## src/rtl/skeleton_pixel_streamer_if.sv

```systemverilog
// Bus bundle for the skeleton pixel streamer: shared BRAM read port plus the
// valid/ready pixel stream toward the scorer.
interface skeleton_pixel_streamer_if #(
  parameter int unsigned AW          = 16,
  parameter int unsigned SCORE_MEM_W = 8,
  parameter int unsigned SW          = 4
);
  logic [AW-1:0]          addr_out;
  logic                   rd_en_out;
  logic                   skel_rd_data;
  logic [SCORE_MEM_W-1:0] score_rd_data;
  logic                   valid_out;
  logic                   ready_in;
  logic                   skeleton_bit;
  logic [SW-1:0]          pixel_score;
  logic                   is_last_pixel;

  modport master (
    output addr_out, rd_en_out, valid_out, skeleton_bit, pixel_score, is_last_pixel,
    input  skel_rd_data, score_rd_data, ready_in
  );

  modport slave (
    input  addr_out, rd_en_out, valid_out, skeleton_bit, pixel_score, is_last_pixel,
    output skel_rd_data, score_rd_data, ready_in
  );
endinterface

```

## src/rtl/skeleton_pixel_streamer.sv

```systemverilog
// Raster-scans the skeleton and score BRAMs and streams one beat per pixel.
// Optional feature macro: SCORE_CLAMP_EN (saturate scores at MAX_PIXEL_SCORE).
module skeleton_pixel_streamer #(
  parameter int unsigned HRES            = 320,
  parameter int unsigned VRES            = 180,
  parameter int unsigned MAX_PIXEL_SCORE = 7,
  parameter int unsigned SCORE_MEM_W     = 8,
  parameter int unsigned BRAM_LATENCY    = 2
) (
  input  logic                       clk_in,
  input  logic                       rst_in,
  input  logic                       start_in,
  skeleton_pixel_streamer_if.master  bus,
  output logic                       busy_out,
  output logic                       done_out
);
  localparam int unsigned NPIX  = HRES * VRES;
  localparam int unsigned AW    = $clog2(NPIX);
  localparam int unsigned XW    = (HRES > 1) ? $clog2(HRES) : 1;
  localparam int unsigned YW    = (VRES > 1) ? $clog2(VRES) : 1;
  localparam int unsigned PW    = $clog2(MAX_PIXEL_SCORE);
  localparam int unsigned SW    = PW + 1;
  localparam int unsigned LAT   = BRAM_LATENCY;
  localparam int unsigned DEPTH = BRAM_LATENCY + 2;
  localparam int unsigned PTRW  = $clog2(DEPTH);
  localparam int unsigned CW    = $clog2(DEPTH + 1);

  typedef enum logic [1:0] {IDLE, SCAN, DRAIN, DONE} state_e;

  state_e                     state_q, state_d;
  logic [XW-1:0]              x_q, x_d;
  logic [YW-1:0]              y_q, y_d;
  logic                       rd_en_q, rd_en_d;
  logic                       rd_last_q, rd_last_d;
  logic [AW-1:0]              addr_q, addr_d;
  logic [LAT-1:0]             tag_vld_q, tag_vld_d;
  logic [LAT-1:0]             tag_last_q, tag_last_d;
  logic [DEPTH-1:0]           mem_skel_q, mem_skel_d;
  logic [DEPTH-1:0][SW-1:0]   mem_score_q, mem_score_d;
  logic [DEPTH-1:0]           mem_last_q, mem_last_d;
  logic [PTRW-1:0]            wr_ptr_q, wr_ptr_d;
  logic [PTRW-1:0]            rd_ptr_q, rd_ptr_d;
  logic [CW-1:0]              count_q, count_d;
  logic                       valid_q, valid_d;
  logic                       skel_q, skel_d;
  logic [SW-1:0]              score_q, score_d;
  logic                       last_q, last_d;
  logic                       busy_q, busy_d;
  logic                       done_q, done_d;

  logic                       last_addr_c;
  logic                       pop_c;
  logic                       push_c;
  logic                       issue_c;
  logic [CW-1:0]              occ_c;
  logic [SW-1:0]              score_push_c;

  function automatic logic [PTRW-1:0] ptr_inc(input logic [PTRW-1:0] p);
    return (p == PTRW'(DEPTH - 1)) ? '0 : p + PTRW'(1);
  endfunction

  // Score narrowing applied as a beat enters the FIFO
`ifdef SCORE_CLAMP_EN
  always_comb begin
    score_push_c = SW'(MAX_PIXEL_SCORE);
    if (bus.score_rd_data <= SCORE_MEM_W'(MAX_PIXEL_SCORE)) score_push_c = SW'(bus.score_rd_data);
  end
`else
  always_comb begin
    score_push_c = bus.score_rd_data[PW:0];
  end
`endif

  // Occupancy counts FIFO entries plus every read still travelling through the BRAM.
  // A pop in the same cycle frees a slot, which keeps 1 beat/cycle with ready held high.
  always_comb begin
    last_addr_c = (x_q == XW'(HRES - 1)) && (y_q == YW'(VRES - 1));
    pop_c       = valid_q & bus.ready_in;
    push_c      = tag_vld_q[LAT-1];
    occ_c       = count_q + CW'(rd_en_q);
    for (int i = 0; i < int'(LAT); i++) occ_c = occ_c + CW'(tag_vld_q[i]);
    issue_c     = (state_q == SCAN) && ((occ_c < CW'(DEPTH)) || pop_c);
  end

  always_comb begin
    state_d     = state_q;
    x_d         = x_q;
    y_d         = y_q;
    addr_d      = addr_q;
    rd_en_d     = issue_c;
    rd_last_d   = issue_c & last_addr_c;
    tag_vld_d   = tag_vld_q;
    tag_last_d  = tag_last_q;
    mem_skel_d  = mem_skel_q;
    mem_score_d = mem_score_q;
    mem_last_d  = mem_last_q;
    wr_ptr_d    = wr_ptr_q;
    rd_ptr_d    = rd_ptr_q;
    count_d     = count_q;

    case (state_q)
      IDLE: if (start_in) begin
        state_d = SCAN;
        x_d     = '0;
        y_d     = '0;
      end
      SCAN:    if (issue_c && last_addr_c) state_d = DRAIN;
      DRAIN:   if (pop_c && last_q) state_d = DONE;
      DONE:    state_d = IDLE;
      default: state_d = IDLE;
    endcase

    // Raster walk: address for this read, then advance x/y
    if (issue_c) begin
      addr_d = AW'(y_q) * AW'(HRES) + AW'(x_q);
      if (x_q == XW'(HRES - 1)) begin
        x_d = '0;
        y_d = (y_q == YW'(VRES - 1)) ? '0 : y_q + YW'(1);
      end else begin
        x_d = x_q + XW'(1);
      end
    end

    tag_vld_d[0]  = rd_en_q;
    tag_last_d[0] = rd_last_q;
    for (int i = 1; i < int'(LAT); i++) begin
      tag_vld_d[i]  = tag_vld_q[i-1];
      tag_last_d[i] = tag_last_q[i-1];
    end

    if (push_c) begin
      mem_skel_d[wr_ptr_q]  = bus.skel_rd_data;
      mem_score_d[wr_ptr_q] = score_push_c;
      mem_last_d[wr_ptr_q]  = tag_last_q[LAT-1];
      wr_ptr_d              = ptr_inc(wr_ptr_q);
    end
    if (pop_c) rd_ptr_d = ptr_inc(rd_ptr_q);
    count_d = count_q + CW'(push_c) - CW'(pop_c);

    // Output registers mirror the next FIFO head so they hold while stalled
    valid_d = (count_d != '0);
    skel_d  = mem_skel_d[rd_ptr_d];
    score_d = mem_score_d[rd_ptr_d];
    last_d  = mem_last_d[rd_ptr_d];
    busy_d  = (state_d != IDLE);
    done_d  = (state_d == DONE);
  end

  always_ff @(posedge clk_in) begin
    if (rst_in) begin
      state_q     <= IDLE;
      x_q         <= '0;
      y_q         <= '0;
      addr_q      <= '0;
      rd_en_q     <= 1'b0;
      rd_last_q   <= 1'b0;
      tag_vld_q   <= '0;
      tag_last_q  <= '0;
      mem_skel_q  <= '0;
      mem_score_q <= '0;
      mem_last_q  <= '0;
      wr_ptr_q    <= '0;
      rd_ptr_q    <= '0;
      count_q     <= '0;
      valid_q     <= 1'b0;
      skel_q      <= 1'b0;
      score_q     <= '0;
      last_q      <= 1'b0;
      busy_q      <= 1'b0;
      done_q      <= 1'b0;
    end else begin
      state_q     <= state_d;
      x_q         <= x_d;
      y_q         <= y_d;
      addr_q      <= addr_d;
      rd_en_q     <= rd_en_d;
      rd_last_q   <= rd_last_d;
      tag_vld_q   <= tag_vld_d;
      tag_last_q  <= tag_last_d;
      mem_skel_q  <= mem_skel_d;
      mem_score_q <= mem_score_d;
      mem_last_q  <= mem_last_d;
      wr_ptr_q    <= wr_ptr_d;
      rd_ptr_q    <= rd_ptr_d;
      count_q     <= count_d;
      valid_q     <= valid_d;
      skel_q      <= skel_d;
      score_q     <= score_d;
      last_q      <= last_d;
      busy_q      <= busy_d;
      done_q      <= done_d;
    end
  end

  assign bus.addr_out      = addr_q;
  assign bus.rd_en_out     = rd_en_q;
  assign bus.valid_out     = valid_q;
  assign bus.skeleton_bit  = skel_q;
  assign bus.pixel_score   = score_q;
  assign bus.is_last_pixel = last_q;
  assign busy_out          = busy_q;
  assign done_out          = done_q;
endmodule
```

## src/flat_wrapper.sv

```systemverilog
// flat-port wrapper written by rule: the top's interface ports become plain ports
module skeleton_pixel_streamer_flat 
#(
  parameter int unsigned HRES            = 320,
  parameter int unsigned VRES            = 180,
  parameter int unsigned MAX_PIXEL_SCORE = 7,
  parameter int unsigned SCORE_MEM_W     = 8,
  parameter int unsigned BRAM_LATENCY    = 2
)
  (clk_in, rst_in, start_in, busy_out, done_out, bus_addr_out, bus_rd_en_out, bus_valid_out, bus_skeleton_bit, bus_pixel_score, bus_is_last_pixel, bus_skel_rd_data, bus_score_rd_data, bus_ready_in);
  skeleton_pixel_streamer_if #(.SCORE_MEM_W(SCORE_MEM_W)) bus_i ();
  input  logic clk_in;
  input  logic rst_in;
  input  logic start_in;
  output logic busy_out;
  output logic done_out;
  output wire logic [$bits(bus_i.addr_out)-1:0] bus_addr_out;
  output wire logic [$bits(bus_i.rd_en_out)-1:0] bus_rd_en_out;
  output wire logic [$bits(bus_i.valid_out)-1:0] bus_valid_out;
  output wire logic [$bits(bus_i.skeleton_bit)-1:0] bus_skeleton_bit;
  output wire logic [$bits(bus_i.pixel_score)-1:0] bus_pixel_score;
  output wire logic [$bits(bus_i.is_last_pixel)-1:0] bus_is_last_pixel;
  input wire logic [$bits(bus_i.skel_rd_data)-1:0] bus_skel_rd_data;
  input wire logic [$bits(bus_i.score_rd_data)-1:0] bus_score_rd_data;
  input wire logic [$bits(bus_i.ready_in)-1:0] bus_ready_in;
  assign bus_addr_out = bus_i.addr_out;
  assign bus_rd_en_out = bus_i.rd_en_out;
  assign bus_valid_out = bus_i.valid_out;
  assign bus_skeleton_bit = bus_i.skeleton_bit;
  assign bus_pixel_score = bus_i.pixel_score;
  assign bus_is_last_pixel = bus_i.is_last_pixel;
  assign bus_i.skel_rd_data = bus_skel_rd_data;
  assign bus_i.score_rd_data = bus_score_rd_data;
  assign bus_i.ready_in = bus_ready_in;
  skeleton_pixel_streamer #(.HRES(HRES), .VRES(VRES), .MAX_PIXEL_SCORE(MAX_PIXEL_SCORE), .SCORE_MEM_W(SCORE_MEM_W), .BRAM_LATENCY(BRAM_LATENCY)) u_core (.clk_in(clk_in), .rst_in(rst_in), .start_in(start_in), .bus(bus_i), .busy_out(busy_out), .done_out(done_out));
endmodule
```

## config.mk

```make
export PLATFORM = sky130hd
export DESIGN_NAME = skeleton_pixel_streamer_flat
export DESIGN_NICKNAME = d
export VERILOG_FILES = /design/src/rtl/skeleton_pixel_streamer_if.sv /design/src/rtl/skeleton_pixel_streamer.sv /design/src/flat_wrapper.sv
export SDC_FILE = /design/constraint.sdc
export NUM_CORES = 1
export LEC_CHECK = 0
export ABC_AREA = 1
export CORE_ASPECT_RATIO = 0.5
export CORE_UTILIZATION = 35
export DETAILED_ROUTE_END_ITERATION = 8
export PLACE_DENSITY = 0.57
export SLEW_MARGIN = 20
export SYNTH_ARGS = -nofsm -noshare
export SYNTH_HDL_FRONTEND = slang
export SYNTH_SLANG_ARGS = --single-unit
export TNS_END_PERCENT = 1
```

## constraint.sdc

```tcl
create_clock -name clk_in -period 2.3 [get_ports clk_in]
set_input_delay 0.575 -clock clk_in [delete_from_list [all_inputs] [get_ports clk_in]]
set_output_delay 0.575 -clock clk_in [all_outputs]
set_load 0.05 [all_outputs]
```

==> results, run 1 <==
- The run finished with clean final reports.
- For this run, the total global-route usage over all layers was measured as 0.155.
- The headroom to the max-slew limit is 0.665.
- For this run, the top clock speed supported by timing is 462 MHz.
- The worst path arrival time is 2.40 ns.
- The max-slew violation total from the final report was 0.
- The number of H-tree branching levels is 3.
- The pin count of the biggest net entering global routing is 30.
- Data on the critical path is required at its endpoint by 2.54 ns.
- The kind of end point of the critical path is a flip-flop.
- The number of buffers and inverters on the critical path is 1.
- The cell sitting at the root of the clock tree is a sky130_fd_sc_hd__clkbuf_16.
- The maximum fanout along the worst path is 3.
- Of the synthesized area, sequential elements account for 0.398.
- Counting every sink on the clock net gives 81.
- The critical path goes through ha_1, ha_1, inv_1, fa_2, nor2_2, nand3_1, nand2_2, nand3_1, nor2_2, a21oi_1, nor2_1, nor2_1.
- Setup repair after global routing could not meet its margin everywhere.
- The via count of the first global-routing pass is 3201.
- After detailed routing, the number of remaining DRC violations is 0.
- Between clock sinks in the finished design, the worst skew comes to 0.00820 ns.
- The placement-stage cell area is 4740 um^2.
- The post-DP HPWL is 6090 um.
- Clock-pin slew was measured on the worst setup and hold paths at 0.07 ns.
- Yosys mapped the design onto 37 distinct sky130hd cell types.
- The finished cells cover 5170 um^2.
- The net count after synthesis is 586.
- Of the cells placed in the final design, the portion with a size suffix greater than 1 is 0.127.
- The combined area of all synthesized cells is 4080 um^2.
- The critical path startpoint category is a flip-flop.
- The global route total overflow is 0.
- The die covers 12100 um^2.
- In the final layout, the multi-input gates occupy 2200 um^2.
- The final RePlAce weighted congestion is 0.763.
- The worst-case IR drop observed on VDD is 0.000368 V.
- The largest stage delay on the critical path is 0.46 ns.
- The layout-stage area growth over the synthesis result is 26.8%.
- The clock passes through at most 2 buffers.
- The leakage power is 2.37 nW.
- The register area is 1620 um^2.
- Counting the buffers created by CTS gives 9.
- The number of antenna violations at the first check in global routing is 0.
- The tool flagged a number of max-cap violations equal to 0.
- During placement, the flow inserted port buffers numbering 34.
- The count of endpoints failing setup in the final report is 0.
- Detailed routing inserted a total of 3500 vias.
- The die height is 78.3 um.
- The starting density of the core is 0.366.
- The cell count after synthesis is 544.
- In this run, the number of DRC markers left after iteration 0 of detailed routing was 159.
- In this run the worst hold path is classified as reg -> reg.
- The final standard cell utilization of the core is 0.464.
- The count of synthesis-stage warnings from yosys is 0.
- The core region area is 11100 um^2.
- The number of nets in the finished design is 641.
- The total length of routed wires is 8710 um.
- TritonCTS built the clock tree.
- The length of the first detailed-routing pass in iterations is 4.
- The number of rows created at floorplan is 27.
- The count of antenna-violating nets left after detailed routing is 0.
- Counting I/O delays and the setup requirement, the final critical path takes 2.16 ns.
- Across all register-to-register paths, the minimum setup slack is 0.14 ns.
- For the pin with the worst max-slew slack, the measured transition is 0.501 ns.
- The number of synthesized register bits is 81.
- The number of endpoints with negative hold slack in the final report is 0.
- Buffers added to address setup during post-CTS repair amount to 0.
- The kind of cell adding the most delay to the critical path is adder cells.
- The instance count after placement with tap cells included is 733.
- Measured along the x axis, the die boundary spans 155 um.
- After the flow finishes, the layout carries non-filler instances totaling 749.
- Using the TritonRoute via totals, the vias-per-cell ratio works out to 4.67.
- In this run the count of I/O pins placed on the die edge is 39.
- The total of fill cells in the finished design is 1112.
- Of the available clock period, the critical path in the final layout requires 0.941.
- After synthesis, the mean cell area works out to 7.49 um^2.
- The critical path class is reg -> reg.
- The repair_antennas step left the layout with diodes totalling 0.
- The first global-routing pass estimated 14900 um of wire.
- The clock insertion delay at the later pin of the skew report is 0.34 ns.
- The library cell contributing the largest single delay on the critical path is sky130_fd_sc_hd__fa_2.
- The ratio of total power to cell area is 859 nW/um^2.
- In the final routed layout, each cell accounts on average for 11.6 um.
## layout make-up
class / instances / share of cell area
Multi-Input combinational cell: 381 / 0.425
Sequential cell: 81 / 0.314
Timing Repair Buffer: 62 / 0.111
Inverter: 64 / 0.0470
Clock buffer: 9 / 0.0436
Tap cell: 145 / 0.0351
Clock inverter: 7 / 0.0244
## cell families (layout without fill, tap and decap cells)
family / after synthesis / in the layout / synth area share
compound gates: 74 / 74 / 0.0948
xor+xnor: 14 / 14 / 0.0301
fa+ha+maj: 29 / 29 / 0.0964
buf+inv: 82 / 142 / 0.0807
flops: 81 / 81 / 0.398
mux: 12 / 12 / 0.0295
simple gates: 252 / 252 / 0.271
## metrics by stage
stage                     power (mW)  setup TNS [ns]  hold slack [ns]  setup WS (ns)
after floorplan                 2.36               0            0.388         0.0802
after global routing            4.66        -0.00717            0.428       -0.00717
after CTS                       4.46               0            0.406         0.0116
after detailed placement        2.74          -0.665            0.397         -0.343
after global placement          2.74          -0.609            0.390         -0.317
final                           4.44               0            0.406          0.135
## synthesized netlist by cell type, drive strengths merged
library cell / number / area, um^2
nand3: 47 / 250
a21oi: 43 / 219
o21a: 1 / 7.51
nor2: 88 / 364
clkbuf: 8 / 31.3
dfxtp: 81 / 1620
nand4: 5 / 31.3
nand2: 105 / 402
and2: 1 / 6.26
inv: 64 / 240
ha: 25 / 313
o21ai: 27 / 139
nor4: 1 / 21.3
fa: 4 / 80.1
buf: 10 / 57.6
xor2: 9 / 78.8
o22ai: 1 / 6.26
o21bai: 1 / 7.51
nor3: 3 / 15.0
xnor2: 5 / 43.8
nand3b: 1 / 7.51
or2: 1 / 6.26
a211oi: 1 / 7.51
mux2i: 12 / 120
## power by group
part	switching [mW]	total, mW	internal (mW)
clock network	0.623	1.70	1.07
logic	0.718	1.15	0.432
registers	0.0699	1.59	1.52
## sequential cells by signal, summed over array words and instances (netlist names), 2 cells and up
name and cells:
u_core.bus.addr_out 16, u_core.bus.pixel_score 4, u_core.count_q 3, u_core.mem_last_q 4, u_core.mem_score_q 16, u_core.mem_skel_q 4, u_core.rd_ptr_q 2, u_core.state_q 2
u_core.tag_last_q 2, u_core.tag_vld_q 2, u_core.wr_ptr_q 2, u_core.x_q 9, u_core.y_q 8
## worst register-to-register path, cell delays in order, from the launching register on
cell and delay (ns):
sky130_fd_sc_hd__dfxtp_1 0.32, sky130_fd_sc_hd__ha_1 0.29, sky130_fd_sc_hd__ha_1 0.21, sky130_fd_sc_hd__inv_1 0.07, sky130_fd_sc_hd__fa_2 0.46, sky130_fd_sc_hd__nor2_2 0.12, sky130_fd_sc_hd__nand3_1 0.09, sky130_fd_sc_hd__nand2_2 0.09
sky130_fd_sc_hd__nand3_1 0.09, sky130_fd_sc_hd__nor2_2 0.11, sky130_fd_sc_hd__a21oi_1 0.07, sky130_fd_sc_hd__nor2_1 0.10, sky130_fd_sc_hd__nor2_1 0.04
## worst paths after layout
kind / start / endpoint / cells after the start
worst min-delay path: u_core.rd_last_q / u_core.tag_last_q[0] / 2
worst max register to register: u_core.y_q[1] / u_core.bus.addr_out[15] / 12
worst max-delay path: u_core.y_q[1] / u_core.bus.addr_out[15] / 12
worst min register to register: u_core.rd_last_q / u_core.tag_last_q[0] / 2
## placed cells by master, fill, tap and decap left out, types with 2 or more instances in the layout
cell                                n
sky130_fd_sc_hd__fa_2               2
sky130_fd_sc_hd__dfxtp_1           79
sky130_fd_sc_hd__nand2_4            2
sky130_fd_sc_hd__xnor2_1            3
sky130_fd_sc_hd__nor2_1            81
sky130_fd_sc_hd__nand2_1          100
sky130_fd_sc_hd__o21ai_0           22
sky130_fd_sc_hd__buf_4             26
sky130_fd_sc_hd__nor3_1             3
sky130_fd_sc_hd__nand3_1           43
sky130_fd_sc_hd__ha_1              23
sky130_fd_sc_hd__buf_12             2
sky130_fd_sc_hd__xor2_1             9
sky130_fd_sc_hd__nand3_2            4
sky130_fd_sc_hd__mux2i_1           12
sky130_fd_sc_hd__nand4_1            5
sky130_fd_sc_hd__o21ai_1            4
sky130_fd_sc_hd__a21oi_1           40
sky130_fd_sc_hd__nor2_2             4
sky130_fd_sc_hd__nand2_2            3
sky130_fd_sc_hd__clkbuf_16          9
sky130_fd_sc_hd__nor2_4             2
sky130_fd_sc_hd__xnor2_2            2
sky130_fd_sc_hd__dfxtp_2            2
sky130_fd_sc_hd__fa_1               2
sky130_fd_sc_hd__a21oi_2            3
sky130_fd_sc_hd__bufinv_16          3
sky130_fd_sc_hd__clkdlybuf4s50_1   32
sky130_fd_sc_hd__inv_1             62
## timing repair
item / CTS / global route
endpoints found under the setup margin: 0 / 34
hold buffers: 0 / 0
resized for setup: 0 / 24
## routing by layer
metal	share of wire	track usage
met1	0.50	0.196
met5	0	0
met2	0.46	0.259
met3	0.027	0.0414
met4	0.0077	0.0485
(Power assumes the default switching activity.)
==> run 2, diff against run 1 <==
--- a/config.mk
+++ b/config.mk
@@ -9,7 +9,8 @@
 export CORE_ASPECT_RATIO = 0.5
 export CORE_UTILIZATION = 35
 export DETAILED_ROUTE_END_ITERATION = 8
-export PLACE_DENSITY = 0.57
+export HOLD_SLACK_MARGIN = 0.02
+export PLACE_DENSITY_LB_ADDON = 0.08
 export SLEW_MARGIN = 20
 export SYNTH_ARGS = -nofsm -noshare
 export SYNTH_HDL_FRONTEND = slang
==> results, run 2 (same netlist as run 1, synthesis figures left out) <==
- The TritonCTS buffer count is 9 (unchanged).
- The proportion of power drawn by flip-flops and latches is 0.386 (+0.027).
- The core region area is 11100 um^2 (unchanged).
- The number of hold-repair buffers added at the cts stage is 0 (unchanged).
- The post-CTS clock slew at the launch and capture registers of the worst setup and hold paths is 0.06 ns (about the same).
- The starting density of the core came to 0.366 (unchanged).
- The number of endpoints with negative hold slack in the final report is 0 (unchanged).
- The power share of the combinational group came to 0.280 (+0.021).
- The library cell contributing the largest single delay on the critical path is sky130_fd_sc_hd__fa_2.
- The clock tree root driver cell is sky130_fd_sc_hd__clkbuf_16.
- The width of the chip is 155 um (unchanged).
- The total length of routed wires was 8720 um (+0.10%).
- The depth of the worst register-to-register path was 9 (-3).
- The worst ir drop on vdd is 0.000434 V (+18%).
- STA classifies the critical path endpoint as a flip-flop.
- The count of antenna-violating nets left after detailed routing is 0 (unchanged).
- The startpoint of the tightest hold check path is u_core.tag_last_q[0].
- The highest clock rate is 459 MHz (-0.69%).
- The path category of the worst min-delay check is reg -> reg.
- The reported max-cap violation count is 0 (unchanged).
- Leaving out fill and tap cells, the most frequent cells in the layout are sky130_fd_sc_hd__nand2_1, sky130_fd_sc_hd__nor2_1, sky130_fd_sc_hd__dfxtp_1, sky130_fd_sc_hd__inv_1, sky130_fd_sc_hd__nand3_1.
- The iteration-0 DRC count of the detailed router is 107 (-33%).
- The ratio of routed vias to standard cells came to 4.61 (-1.4%).
- The final RePlAce weighted congestion was 0.776 (+1.6%).
- The fraction of layout instances using a drive strength above 1 came to 0.129 (+0.00181).
- The largest stage delay on the critical path is 0.47 ns (about the same).
- The pin count of the biggest net entering global routing is 50 (+67%).
- Setup repair after global routing could not meet its margin everywhere.
- Relative to the synthesized area, the layout overhead comes to 25.9%.
- The number of top-level pins is 39 (unchanged).
- The critical path class is reg -> reg.
- The count of endpoints failing setup in the final report was 0 (unchanged).
- The worst path arrival time is 2.40 ns (about the same).
- The total power consumption of the routed design is 4.13 mW (-6.9%).
- The slew at the pin with the worst max-slew slack is 0.514 ns (+0.0130 ns).
- The total routing resource utilization after global routing was 0.159 (+0.00453).
- The worst path required time came to 2.52 ns (-0.02 ns).
- The register area is 1620 um^2 (unchanged).
- The post-detailed-route wirelength per cell is 11.5 um (-0.82%).
- The leakage power is 2.36 nW (-0.13%).
- The ratio of total power to cell area came to 805 nW/um^2 (-6.3%).
- The final period utilization is 0.948 (+0.00656).
- The die footprint is 12100 um^2 (unchanged).
- The post-route cell area was 5130 um^2 (-0.73%).
- The total of fill cells in the finished design is 1146 (+3.1%).
- The first-pass GRT wire length is 15400 um (+3.6%).
- The via count of the first global-routing pass was 3319 (+3.7%).
- The number of nets in the finished design is 648 (+1.1%).
- The post-DP HPWL came to 6160 um (+1.3%).
- The total via count in the routed design is 3482 (-0.51%).
- The number of H-tree branching levels is 3 (unchanged).
- The final setup skew is 0.00522 ns (-0.00298 ns).
- The register-to-register path setup slack was 0.12 ns (-0.02 ns).
- TritonCTS built the clock tree.
- The internal power of the cells is 2.73 mW (-9.8%).
- The flow ran to the end, and the final reports show no timing, DRC or antenna violations.
- The number of sinks handled by clock tree synthesis is 81 (unchanged).
- The global route total overflow is 0 (unchanged).
- The count of buffers inserted at the top-level ports is 34 (unchanged).
- The hold path depth was 2 (unchanged).
- The die height is 78.3 um (unchanged).
- The switching portion of total power is 0.339 (+0.0209).
- The clock network fraction of design power came to 0.334 (-0.048).
- The critical path startpoint category is a flip-flop.
- The clock insertion delay at the later pin of the skew report is 0.33 ns (about the same).
- The maximum root-to-sink buffer count is 2 (unchanged).
- The signal on the critical path passes through ha_1, ha_1, inv_1, fa_2, nand3b_1, buf_4, buf_4, xnor2_1, a21oi_1.
- The net switching component of the power is 1.40 mW (-0.84%).
- The number of remaining DRC errors was 0 (unchanged).
- The area of the multi-input gates is 2170 um^2 (-1.2%).
- The number of rows created at floorplan was 27 (unchanged).
- The max-slew violation total from the final report is 0 (unchanged).
- The length of the first detailed-routing pass in iterations is 4 (unchanged).
- The beginning of the worst register-to-register path is u_core.y_q[1].
- The headroom to the max-slew limit is 0.656 (-0.00868).
- The diode insertion count for antenna repair is 0 (unchanged).
- The endpoint of the worst register-to-register path is u_core.bus.addr_out[12].
- The most common library cell in the layout ignoring fill and taps is sky130_fd_sc_hd__nand2_1.
- The path with the worst hold slack has its endpoint at u_core.tag_last_q[1].
- The number of antenna violations at the first check in global routing was 0 (unchanged).
- The worst-case hold slack was 0.409 ns (+0.00337 ns).
- The maximum fanout along the worst path is 3 (unchanged).
- The placement-stage cell area is 4780 um^2 (+0.79%).
- The time the final worst path needs with I/O delays and setup is 2.18 ns (+0.0151 ns).
## run 2: cell count changes in the layout (fill, tap and decap cells not counted), moves of 2 or more
cell                         delta
sky130_fd_sc_hd__clkinvlp_4     +2
sky130_fd_sc_hd__buf_4          +7
sky130_fd_sc_hd__nor2_2         -2
sky130_fd_sc_hd__bufinv_16      -3
## run 2: worst max path at each step
stage	from	endpoint
6_report	u_core.y_q[1]	u_core.bus.addr_out[12]
5_1_grt	u_core.y_q[1]	u_core.bus.addr_out[14]
4_1_cts	bus_ready_in	u_core.bus.valid_out
3_5_place_dp	bus_ready_in	u_core.bus.valid_out
3_3_place_gp	bus_ready_in	u_core.bus.valid_out
2_1_floorplan	u_core.y_q[3]	u_core.bus.addr_out[14]
## run 2: what timing repair did
action / CTS / global route
resized for setup: 1 / 16
pin swaps: 2 / 5
endpoints found under the setup margin: 1 / 24
setup buffers: 0 / 2
## run 2: layer usage
layer  GRT usage  vias up  share of wire
met3      0.0414       11          0.033
met5           0        -              0
met1       0.201     1569           0.50
met2       0.271       41           0.46
met4      0.0416        0          0.011
li1            -     1861              -
## run 2: worst max-delay path: cells and delay by family, from the launching register on
| kind | cells | cell delay, ns |
|---|---|---|
| compound gates | 1 | 0.08 |
| buf+inv | 3 | 0.34 |
| flops | 1 | 0.31 |
| fa+ha+maj | 3 | 0.98 |
| simple gates | 1 | 0.21 |
| xor+xnor | 1 | 0.14 |
## run 2: power by group through the flow
| stage | combinational, mW | sequential, mW | clock [mW] |
|---|---|---|---|
| after floorplan | 0.465 | 1.90 | 0 |
| after global placement | 1.13 | 1.62 | 0 |
| after detailed placement | 1.14 | 1.62 | 0 |
| after CTS | 1.15 | 1.59 | 1.43 |
| after global routing | 1.28 | 1.61 | 1.49 |
| final | 1.16 | 1.60 | 1.38 |
## run 2: through the flow
| step | instances | setup TNS (ns) | util | setup WS (ns) |
|---|---|---|---|---|
| after floorplan | 544 | 0 | - | 0.0802 |
| after global placement | 738 | -0.629 | 0.429 | -0.328 |
| after detailed placement | 738 | -0.734 | 0.429 | -0.377 |
| after CTS | 754 | 0 | 0.455 | 0.00938 |
| after global routing | 756 | -0.0781 | 0.460 | -0.0373 |
| final | 756 | 0 | 0.460 | 0.120 |
## run 2: cell type report
type | instances | share of cell area
clock buffer | 10 | 0.0466
clock inverter | 6 | 0.00951
inverter | 64 | 0.0473
multi-input combinational | 381 | 0.423
sequential | 81 | 0.317
tap | 145 | 0.0354
timing repair buffer | 69 | 0.122
==> run 3, diff against run 2 <==
--- a/config.mk
+++ b/config.mk
@@ -9,6 +9,7 @@
 export CORE_ASPECT_RATIO = 0.5
 export CORE_UTILIZATION = 35
 export DETAILED_ROUTE_END_ITERATION = 8
+export GPL_TIMING_DRIVEN = 0
 export HOLD_SLACK_MARGIN = 0.02
 export PLACE_DENSITY_LB_ADDON = 0.08
 export SLEW_MARGIN = 20
==> results, run 3 (same netlist as run 1, synthesis figures left out) <==
- The number of nets in the finished design is 636 (-1.9%).
- The die footprint is 12100 um^2 (unchanged).
- TritonCTS built the clock tree.
- The die height is 78.3 um (unchanged).
- The first-pass GRT wire length is 15400 um (about the same).
- The layout-stage area growth over the synthesis result is 24.0%.
- Leaving out fill and tap cells, the most frequent cell in the layout is sky130_fd_sc_hd__nand2_1.
- The length of the first detailed-routing pass in iterations is 4 (unchanged).
- Setup repair after global routing could not meet its margin everywhere.
- The via count of the first global-routing pass is 3200 (-3.6%).
- The global route total overflow is 0 (unchanged).
- The width of the chip was 155 um (unchanged).
- The number of endpoints with negative hold slack in the final report is 0 (unchanged).
- The count of antenna-violating nets left after detailed routing was 0 (unchanged).
- The count of buffers inserted at the top-level ports was 34 (unchanged).
- The TritonCTS buffer count is 9 (unchanged).
- The iteration-0 DRC count of the detailed router is 172 (+61%).
- The kind of cell adding the most delay to the critical path is adder cells.
- The ratio of routed vias to standard cells came to 4.62 (+0.21%).
- The count of endpoints failing setup in the final report was 0 (unchanged).
- The kind of end point of the critical path is a flip-flop.
- The final RePlAce weighted congestion was 0.758 (-2.2%).
- The reported max-cap violation count is 0 (unchanged).
- The clock insertion delay at the later pin of the skew report is 0.33 ns (about the same).
- The number of top-level pins is 39 (unchanged).
- The number of hold-repair buffers added at the cts stage is 0 (unchanged).
- The slew at the pin with the worst max-slew slack is 0.697 ns (+0.183 ns).
- The number of sinks handled by clock tree synthesis is 81 (unchanged).
- The total routing resource utilization after global routing was 0.162 (+0.00285).
- The post-detailed-route wirelength per cell is 12.4 um (+7.7%).
- The maximum root-to-sink buffer count is 2 (unchanged).
- The number of remaining DRC errors is 0 (unchanged).
- The clock tree root driver cell is sky130_fd_sc_hd__clkbuf_16.
- The final standard cell utilization of the core is 0.454 (-0.00673).
- The maximum fanout along the worst path is 6 (+3).
- The final period utilization was 0.946 (-0.00207).
- The max-slew violation total from the final report is 0 (unchanged).
- The worst path buffer plus inverter count came to 1 (-2).
- The worst path arrival time is 2.40 ns (about the same).
- The number of rows created at floorplan is 27 (unchanged).
- The post-CTS clock slew at the launch and capture registers of the worst setup and hold paths is 0.06 ns (about the same).
- The worst ir drop on vdd was 0.000344 V (-21%).
- The critical path class is reg -> reg.
- The final setup skew is 0.00471 ns (-0.000509 ns).
- The post-route cell area was 5060 um^2 (-1.5%).
- The largest stage delay on the critical path is 0.49 ns (+0.02 ns).
- The time the final worst path needs with I/O delays and setup is 2.18 ns (-0.00476 ns).
- The placement-stage cell area is 4600 um^2 (-3.7%).
- The instance count after placement with tap cells included came to 723 (-2.0%).
- The highest clock rate is 460 MHz (+0.22%).
- The number of antenna violations at the first check in global routing is 0 (unchanged).
- The library cell contributing the largest single delay on the critical path is sky130_fd_sc_hd__fa_2.
- The library cells used most frequently in the layout, excluding fill and tap cells, are sky130_fd_sc_hd__nand2_1, sky130_fd_sc_hd__nor2_1, sky130_fd_sc_hd__dfxtp_1, sky130_fd_sc_hd__inv_1, sky130_fd_sc_hd__nand3_1.
- The register-to-register path setup slack is 0.12 ns (about the same).
- The total via count in the routed design is 3434 (-1.4%).
- The core region area is 11100 um^2 (unchanged).
- The diode insertion count for antenna repair is 0 (unchanged).
- The post-DP HPWL was 6490 um (+5.3%).
- The path category of the worst min-delay check is reg -> reg.
- The pin count of the biggest net entering global routing is 16 (-68%).
- The fraction of layout instances using a drive strength above 1 came to 0.110 (-0.0191).
- The number of H-tree branching levels was 3 (unchanged).
- The flow ran to the end, and the final reports show no timing, DRC or antenna violations.
- The starting density of the core was 0.366 (unchanged).
- The headroom to the max-slew limit is 0.535 (-0.121).
- The leakage power is 2.27 nW (-4.1%).
- The signal on the critical path passes through ha_4, ha_4, inv_2, fa_2, nor2_4, nand3_1, nand2_2, nand3_1, nor2_2, a21oi_1, nor2_1, nor2_1.
- The critical path startpoint category is a flip-flop.
- The worst path required time is 2.53 ns (about the same).
- The ratio of total power to cell area is 829 nW/um^2 (+2.9%).
- The post-layout instance count excluding filler cells is 744 (-1.6%).
- The total length of routed wires is 9240 um (+6.0%).
- The total power consumption of the routed design is 4.19 mW (+1.4%).
## run 3: worst register-to-register path, stage by stage, from the launching register on
cell,delay [ns]
sky130_fd_sc_hd__dfxtp_4,0.38
sky130_fd_sc_hd__ha_4,0.28
sky130_fd_sc_hd__ha_4,0.14
sky130_fd_sc_hd__inv_2,0.04
sky130_fd_sc_hd__fa_2,0.49
sky130_fd_sc_hd__nor2_4,0.13
sky130_fd_sc_hd__nand3_1,0.08
sky130_fd_sc_hd__nand2_2,0.10
sky130_fd_sc_hd__nand3_1,0.09
sky130_fd_sc_hd__nor2_2,0.13
sky130_fd_sc_hd__a21oi_1,0.07
sky130_fd_sc_hd__nor2_1,0.10
sky130_fd_sc_hd__nor2_1,0.05
## run 3: repair_timing
item | in CTS | in global routing
pin swaps | 7 | 5
endpoints found under the setup margin | 7 | 25
setup buffers | 3 | 2
resized for setup | 13 | 22
## run 3: path summary, 6_finish.rpt
check / startpoint / endpoint / cells after the start
worst max-delay path: u_core.y_q[3] / u_core.bus.addr_out[15] / 12
worst min-delay path: u_core.rd_last_q / u_core.tag_last_q[0] / 2
worst max register to register: u_core.y_q[3] / u_core.bus.addr_out[15] / 12
worst min register to register: u_core.rd_last_q / u_core.tag_last_q[0] / 2
## run 3: cell type report
cell class | instances | area (um^2)
clock inverter | 6 | 75.1
tap | 145 | 181
sequential | 81 | 1640
buffer | 18 | 101
clock buffer | 10 | 239
inverter | 64 | 243
multi-input combinational | 381 | 2200
timing repair buffer | 39 | 377
fill | 1183 | 6090
## run 3: per-stage QoR
step	hold WS, ns	setup TNS, ns	setup WS, ns
floorplan	0.388	0	0.0802
global placement	0.393	-2.36	-0.501
finish	0.400	0	0.125
detailed placement	0.394	-2.36	-0.515
global route	0.417	-0.0643	-0.0333
CTS	0.404	-0.00699	-0.00699
## run 3: metal layers
layer	GRT usage	up-vias	wire, um
met4	0.0446	0	93
met3	0.0381	11	407
met1	0.203	1531	4520
met5	0	-	0
li1	-	1841	-
met2	0.281	51	4210
## run 3: power breakdown
group	internal (mW)	switching [mW]	total, mW
Combinational	0.382	0.725	1.11
Clock	0.886	0.608	1.49
Sequential	1.52	0.0697	1.59
